===== config.mk =====
export PLATFORM = sky130hd
export DESIGN_NAME = vram_blitter
export DESIGN_NICKNAME = d
export VERILOG_FILES = /design/src/rtl/vram_pkg.sv /design/src/rtl/rect_walker.sv /design/src/rtl/vram_blitter.sv
export SDC_FILE = /design/constraint.sdc
export NUM_CORES = 1
export LEC_CHECK = 0
export ABC_AREA = 1
export BUFFER_PORTS_ARGS = -buffer_cell sky130_fd_sc_hd__buf_2
export CORE_MARGIN = 2
export CORE_UTILIZATION = 40
export CTS_CLUSTER_DIAMETER = 100
export DETAILED_ROUTE_END_ITERATION = 8
export GPL_ROUTABILITY_DRIVEN = 0
export PLACE_DENSITY_LB_ADDON = 0.2
export SLEW_MARGIN = 30
export SYNTH_ARGS = -nofsm -noshare
export SYNTH_HDL_FRONTEND = slang
export SYNTH_SLANG_ARGS = --single-unit
export TNS_END_PERCENT = 20

===== constraint.sdc =====
create_clock -name clk -period 4.1 [get_ports clk]
set_input_delay 0.615 -clock clk [delete_from_list [all_inputs] [get_ports clk]]
set_output_delay 0.615 -clock clk [all_outputs]
set_load 0.005 [all_outputs]

===== src/rtl/vram_pkg.sv =====
// Shared VRAM definitions: framebuffer geometry, RGBA4441 pixel layout and
// the blitter state encoding.
package vram_pkg;

  localparam int FB_W   = 160;
  localparam int FB_H   = 120;
  localparam int ADDR_W = 15;
  localparam int DATA_W = 13;

  typedef logic [DATA_W-1:0] pixel_t;

  localparam int R_HI  = 12;
  localparam int R_LO  = 9;
  localparam int G_HI  = 8;
  localparam int G_LO  = 5;
  localparam int B_HI  = 4;
  localparam int B_LO  = 1;
  localparam int A_BIT = 0;

  typedef enum logic [1:0] {IDLE, RUN, HOLD} blit_state_t;

  function automatic logic [3:0] pix_r(input pixel_t p);
    return p[R_HI:R_LO];
  endfunction

  function automatic logic [3:0] pix_g(input pixel_t p);
    return p[G_HI:G_LO];
  endfunction

  function automatic logic [3:0] pix_b(input pixel_t p);
    return p[B_HI:B_LO];
  endfunction

  function automatic logic pix_a(input pixel_t p);
    return p[A_BIT];
  endfunction

endpackage


===== src/rtl/rect_walker.sv =====
// Raster walk over a rectangle: column/row counters, last-step flag, and
// the clipped framebuffer address of the current position.
module rect_walker #(
  parameter int FB_W   = vram_pkg::FB_W,
  parameter int FB_H   = vram_pkg::FB_H,
  parameter int ADDR_W = vram_pkg::ADDR_W
) (
  input  logic              clk,
  input  logic              rst_n,
  input  logic              start,
  input  logic              step,
  input  logic [7:0]        x,
  input  logic [6:0]        y,
  input  logic [7:0]        w,
  input  logic [6:0]        h,
  output logic              last,
  output logic              in_bounds,
  output logic [ADDR_W-1:0] addr
);

  localparam logic [8:0]  FB_W_L = 9'(FB_W);
  localparam logic [7:0]  FB_H_L = 8'(FB_H);
  localparam logic [16:0] FB_W_M = 17'(FB_W);

  logic [7:0]  i;
  logic [6:0]  j;
  logic [8:0]  px;
  logic [7:0]  py;
  logic [16:0] addr_full;
  logic        row_end;

  assign row_end   = (i == w - 8'd1);
  assign last      = row_end && (j == h - 7'd1);
  assign px        = {1'b0, x} + {1'b0, i};
  assign py        = {1'b0, y} + {1'b0, j};
  assign in_bounds = (px < FB_W_L) && (py < FB_H_L);
  // 17 bits covers the largest unclipped-or-not product, then truncate.
  assign addr_full = ({9'd0, py} * FB_W_M) + {8'd0, px};
  assign addr      = addr_full[ADDR_W-1:0];

  always_ff @(posedge clk or negedge rst_n) begin
    if (!rst_n) begin
      i <= '0;
      j <= '0;
    end else if (start) begin
      i <= '0;
      j <= '0;
    end else if (step) begin
      if (row_end) begin
        i <= '0;
        j <= last ? 7'd0 : j + 7'd1;
      end else begin
        i <= i + 8'd1;
      end
    end
  end

endmodule


===== src/rtl/vram_blitter.sv =====
// Rectangle fill / stream-copy engine writing RGBA4441 words into a VRAM
// write port, optionally restricted to vertical blanking.
module vram_blitter #(
  parameter int FB_W        = vram_pkg::FB_W,
  parameter int FB_H        = vram_pkg::FB_H,
  parameter int ADDR_W      = vram_pkg::ADDR_W,
  parameter int DATA_W      = vram_pkg::DATA_W,
  parameter bit GATE_VBLANK = 1'b1
) (
  input  logic              clk,
  input  logic              rst_n,
  input  logic              vblank,
  input  logic              cmd_valid,
  output logic              cmd_ready,
  input  logic              cmd_mode,
  input  logic [7:0]        cmd_x,
  input  logic [6:0]        cmd_y,
  input  logic [7:0]        cmd_w,
  input  logic [6:0]        cmd_h,
  input  logic [DATA_W-1:0] cmd_color,
  input  logic              pix_valid,
  output logic              pix_ready,
  input  logic [DATA_W-1:0] pix_data,
  output logic              we,
  output logic [ADDR_W-1:0] waddr,
  output logic [DATA_W-1:0] wdata,
  output logic              busy,
  output logic              done
);

  import vram_pkg::*;

  // Handshakes: a transfer happens on a rising clk edge where valid && ready
  // are both high; valid never waits on ready, ready may depend on valid-free
  // state only, and a producer holds its data stable until the transfer.

  blit_state_t       state;
  logic              mode_q;
  logic [7:0]        x_q;
  logic [6:0]        y_q;
  logic [7:0]        w_q;
  logic [6:0]        h_q;
  logic [DATA_W-1:0] color_q;

  logic              gate_ok;
  logic              accept;
  logic              step;
  logic              last;
  logic              in_bounds;
  logic [ADDR_W-1:0] addr;

  assign gate_ok   = !GATE_VBLANK || vblank;
  assign cmd_ready = (state == IDLE);
  assign accept    = cmd_valid && cmd_ready;
  assign pix_ready = mode_q && gate_ok && (state == RUN);
  assign step      = (state == RUN) && gate_ok && (!mode_q || pix_valid);

  rect_walker #(
    .FB_W   (FB_W),
    .FB_H   (FB_H),
    .ADDR_W (ADDR_W)
  ) u_walker (
    .clk       (clk),
    .rst_n     (rst_n),
    .start     (accept),
    .step      (step),
    .x         (x_q),
    .y         (y_q),
    .w         (w_q),
    .h         (h_q),
    .last      (last),
    .in_bounds (in_bounds),
    .addr      (addr)
  );

  always_ff @(posedge clk or negedge rst_n) begin
    if (!rst_n) begin
      state   <= IDLE;
      mode_q  <= 1'b0;
      x_q     <= '0;
      y_q     <= '0;
      w_q     <= '0;
      h_q     <= '0;
      color_q <= '0;
      we      <= 1'b0;
      waddr   <= '0;
      wdata   <= '0;
      busy    <= 1'b0;
      done    <= 1'b0;
    end else begin
      we   <= 1'b0;
      done <= 1'b0;
      case (state)
        IDLE: begin
          if (accept) begin
            mode_q  <= cmd_mode;
            x_q     <= cmd_x;
            y_q     <= cmd_y;
            w_q     <= cmd_w;
            h_q     <= cmd_h;
            color_q <= cmd_color;
            if (cmd_w == 8'd0 || cmd_h == 7'd0) begin
              done <= 1'b1;
            end else begin
              state <= RUN;
              busy  <= 1'b1;
            end
          end
        end
        RUN: begin
          if (step) begin
            // Clipped positions still consume a step but never write.
            we    <= in_bounds;
            waddr <= addr;
            wdata <= mode_q ? pix_data : color_q;
            if (last) begin
              state <= IDLE;
              busy  <= 1'b0;
              done  <= 1'b1;
            end
          end else if (!gate_ok) begin
            state <= HOLD;
          end
        end
        HOLD: begin
          if (gate_ok) state <= RUN;
        end
        default: state <= IDLE;
      endcase
    end
  end

endmodule


==> summary.md <==
| Metric | Value |
|---|---|
| Gate Count Post-Synth | 730 |
| #FFs+latches synth | 92 |
| DIE AREA | 14900 um^2 |
| Post-synth EDFFs | 0 |
| Fin nets | 923 |
| Fin util | 0.479 |
| Hold Path Class | input pin to asynchronous set/reset pin |
| Worst IR Drop VDD | 0.000287 V |
| Max-cap violation count | 0 |
| Initial antenna violation count | 0 |
| Final Cycle Share | 0.842 |
| Setup CP Type | flop to flop |
| Standard-cell row count | 43 |
| Routed vias/inst | 4.70 |
| Post-cts hold buffer count | 0 |
| Clk root buf | clkbuf_16 |
| Sink Count | 92 |
| Post-Syn Area per Cell | 7.63 um^2 |
| DRC viols | 0 |
| Drt first pass iters | 4 |
| Post-CTS Resized | 0 |
| Most frequent cells after synthesis | nand2_1 (258), dfrtp_1 (92), inv_1 (81) |
| Inserted Diodes | 0 |
| Slew @ Worst Pin | 606 ps |
| Iter 0 DRT Violations | 283 |
| Yosys top cell area share | 0.413 |
| Fin crit period | 3450 ps |
| CTS Buf Count | 9 |
| Main synth FF type | dfrtp_1 |
| Initial Util | 0.406 |
| Status | complete, no violations |
| Setup_tns | 0 ps |
| Largest net degree at the start of global routing | 41 |
| Syn Nets | 831 |
| Post-CTS setup buffer count | 0 |
| Vias | 4729 |
| Relative slew slack | 0.595 |
| Critical path fanouts, max | 7 |
| Layout cell share with drive strength beyond 1 | 0.162 |
| Vias in the first global route | 4624 |
| CP arrival | 3670 ps |
| Chip Width | 122 um |
| Mapped cell area | 5570 um^2 |
| Avg WL per Cell | 12.7 um |
| Clk buf depth | 2 |
| Power per cell area | 719 nW/um^2 |
| Critical Path Start Type | flop |
| First-pass GRT wire length | 21600 um |
| Final setup violation count | 0 |
| CTS clk-pin slew, worst paths | 70 ps |
| Unrepaired setup endpoints after global routing | false |
| Setup Skew | 8.17 ps |
| Syn. warnings | 0 |
| Hold Fails Final Rpt | 0 |
| I/O Pins | 95 |
| Asr flop ratio synth | 1.00 |
| Fraction of the yosys area taken by sequential cells | 0.413 |
| CP required | 4320 ps |
| CTS tree | done |
| Crit. End Element | flop |
| Total gr overflow | 0 |
| Count of pins over their slew limit | 0 |
| Most frequent cell after synthesis | nand2_1 |
| Leakage power | 3.53 nW |
| Max H-tree Level | 3 |
| F_max | 0.290 GHz |
| Port bufs | 94 |
| Core area | 13700 um^2 |
| Post-DP HPWL | 9530 um |
| Worst skew pair latency | 350 ps |
| Synthesis-to-layout area growth | 18.1% |
| WL final | 12800 um |
| Die Y | 122 um |
| Post-synth cell types | 38 |
| Area contributors post-synth | dfrtp_1 (41%), nand2_1 (17%), ha_1 (7.9%), inv_1 (5.5%), o21ai_0 (5.2%) |
| All-Layer GR Usage | 0.183 |
| Antenna Nets Post-Route | 0 |
| Area leader, netlist | dfrtp_1 |
metal layers:
metal	track usage	vias up	wire [um]
met1	0.243	2150	6110
met4	0.0402	0	162
met2	0.307	59	6010
li1	-	2510	-
met3	0.0431	10	467
met5	0	-	0
final cells by class:
type | instances | area, um^2
fill | 1390 | 7140
multi-input combinational | 533 | 2860
sequential | 92 | 2300
timing repair buffer | 99 | 510
inverter | 87 | 328
clock buffer | 10 | 229
tap | 180 | 225
clock inverter | 6 | 119
stage by stage:
stage               power (W)  instances  hold slack, ps  instance area, um^2  setup WS, ps
finish                0.00473       1007             183                 6580           648
global route          0.00524       1007             198                 6580           309
CTS                   0.00481       1007             187                 6580           672
detailed placement    0.00380        991             463                 6230           665
global placement      0.00378        991             460                 6230           758
floorplan             0.00316        730             319                 5570           951
sequential cells by signal, summed over array words and instances (netlist names):
name and count:
mode_q 1, x_q 8, wdata 13, done 1, we 1, waddr 15, h_q 7, color_q 13
u_walker.j 7, busy 1, u_walker.i 8, y_q 7, state 2, w_q 8
power breakdown:
part           internal (W)  switching, W
Combinational      0.000862       0.00138
Clock              0.000605      0.000376
Sequential          0.00127      0.000238
Total               0.00274       0.00199
worst max-delay path: stages (launching register included):
cell,delay (ps)
dfrtp_1,460
ha_1,420
a21oi_1,200
nand2_1,120
xor2_1,190
inv_1,90
ha_1,300
ha_1,240
fa_1,420
xor2_1,240
nand2_1,80
nor2_1,140
nand2_1,80
nor2_1,110
xor2_1,140
o21ai_0,80
cells by family after synthesis:
family | synth area share
adder cells (fa/ha/maj) | 0.0930
AO/OA/AOI/OAI | 0.0932
flip-flops | 0.413
AND/OR/NAND/NOR | 0.271
XOR/XNOR | 0.0566
buffers and inverters | 0.0728
layout by cell type, fill, tap and decap left out, types with 2 or more instances in the layout:
| cell | synthesis | layout |
|---|---|---|
| buf_4 | 0 | 6 |
| inv_6 | 0 | 2 |
| o21ai_1 | 6 | 6 |
| o22ai_1 | 5 | 5 |
| nor2_1 | 40 | 40 |
| xnor2_1 | 13 | 13 |
| bufinv_16 | 0 | 3 |
| o21ai_0 | 58 | 58 |
| dfrtp_1 | 92 | 92 |
| nand4_1 | 7 | 7 |
| inv_1 | 81 | 81 |
| clkbuf_16 | 0 | 9 |
| nor3_1 | 2 | 2 |
| nand2_1 | 258 | 258 |
| nor2_2 | 2 | 2 |
| a21oi_1 | 18 | 18 |
| nand3_2 | 2 | 2 |
| fa_1 | 4 | 4 |
| o21ai_2 | 2 | 2 |
| or2_2 | 2 | 2 |
| inv_2 | 5 | 5 |
| nor4_1 | 3 | 3 |
| buf_2 | 7 | 93 |
| ha_1 | 35 | 35 |
| nor2_4 | 2 | 2 |
| nand3_1 | 36 | 36 |
| xor2_1 | 23 | 23 |
| o211ai_1 | 4 | 4 |
final timing paths:
kind                                    start       endpoint  slack, ps  cells past startpoint
worst min register to register       wdata[9]       wdata[9]        480                      2
worst min-delay path                    rst_n       wdata[4]        180                      1
min in group clk                     cmd_x[3]         x_q[3]        450                      3
max in group asynchronous               rst_n  u_walker.i[3]       3070                      2
worst max register to register  u_walker.j[2]      waddr[13]        650                     15
worst max-delay path            u_walker.j[2]      waddr[13]        650                     15
Note: power is estimated with default switching activity, not from simulation.
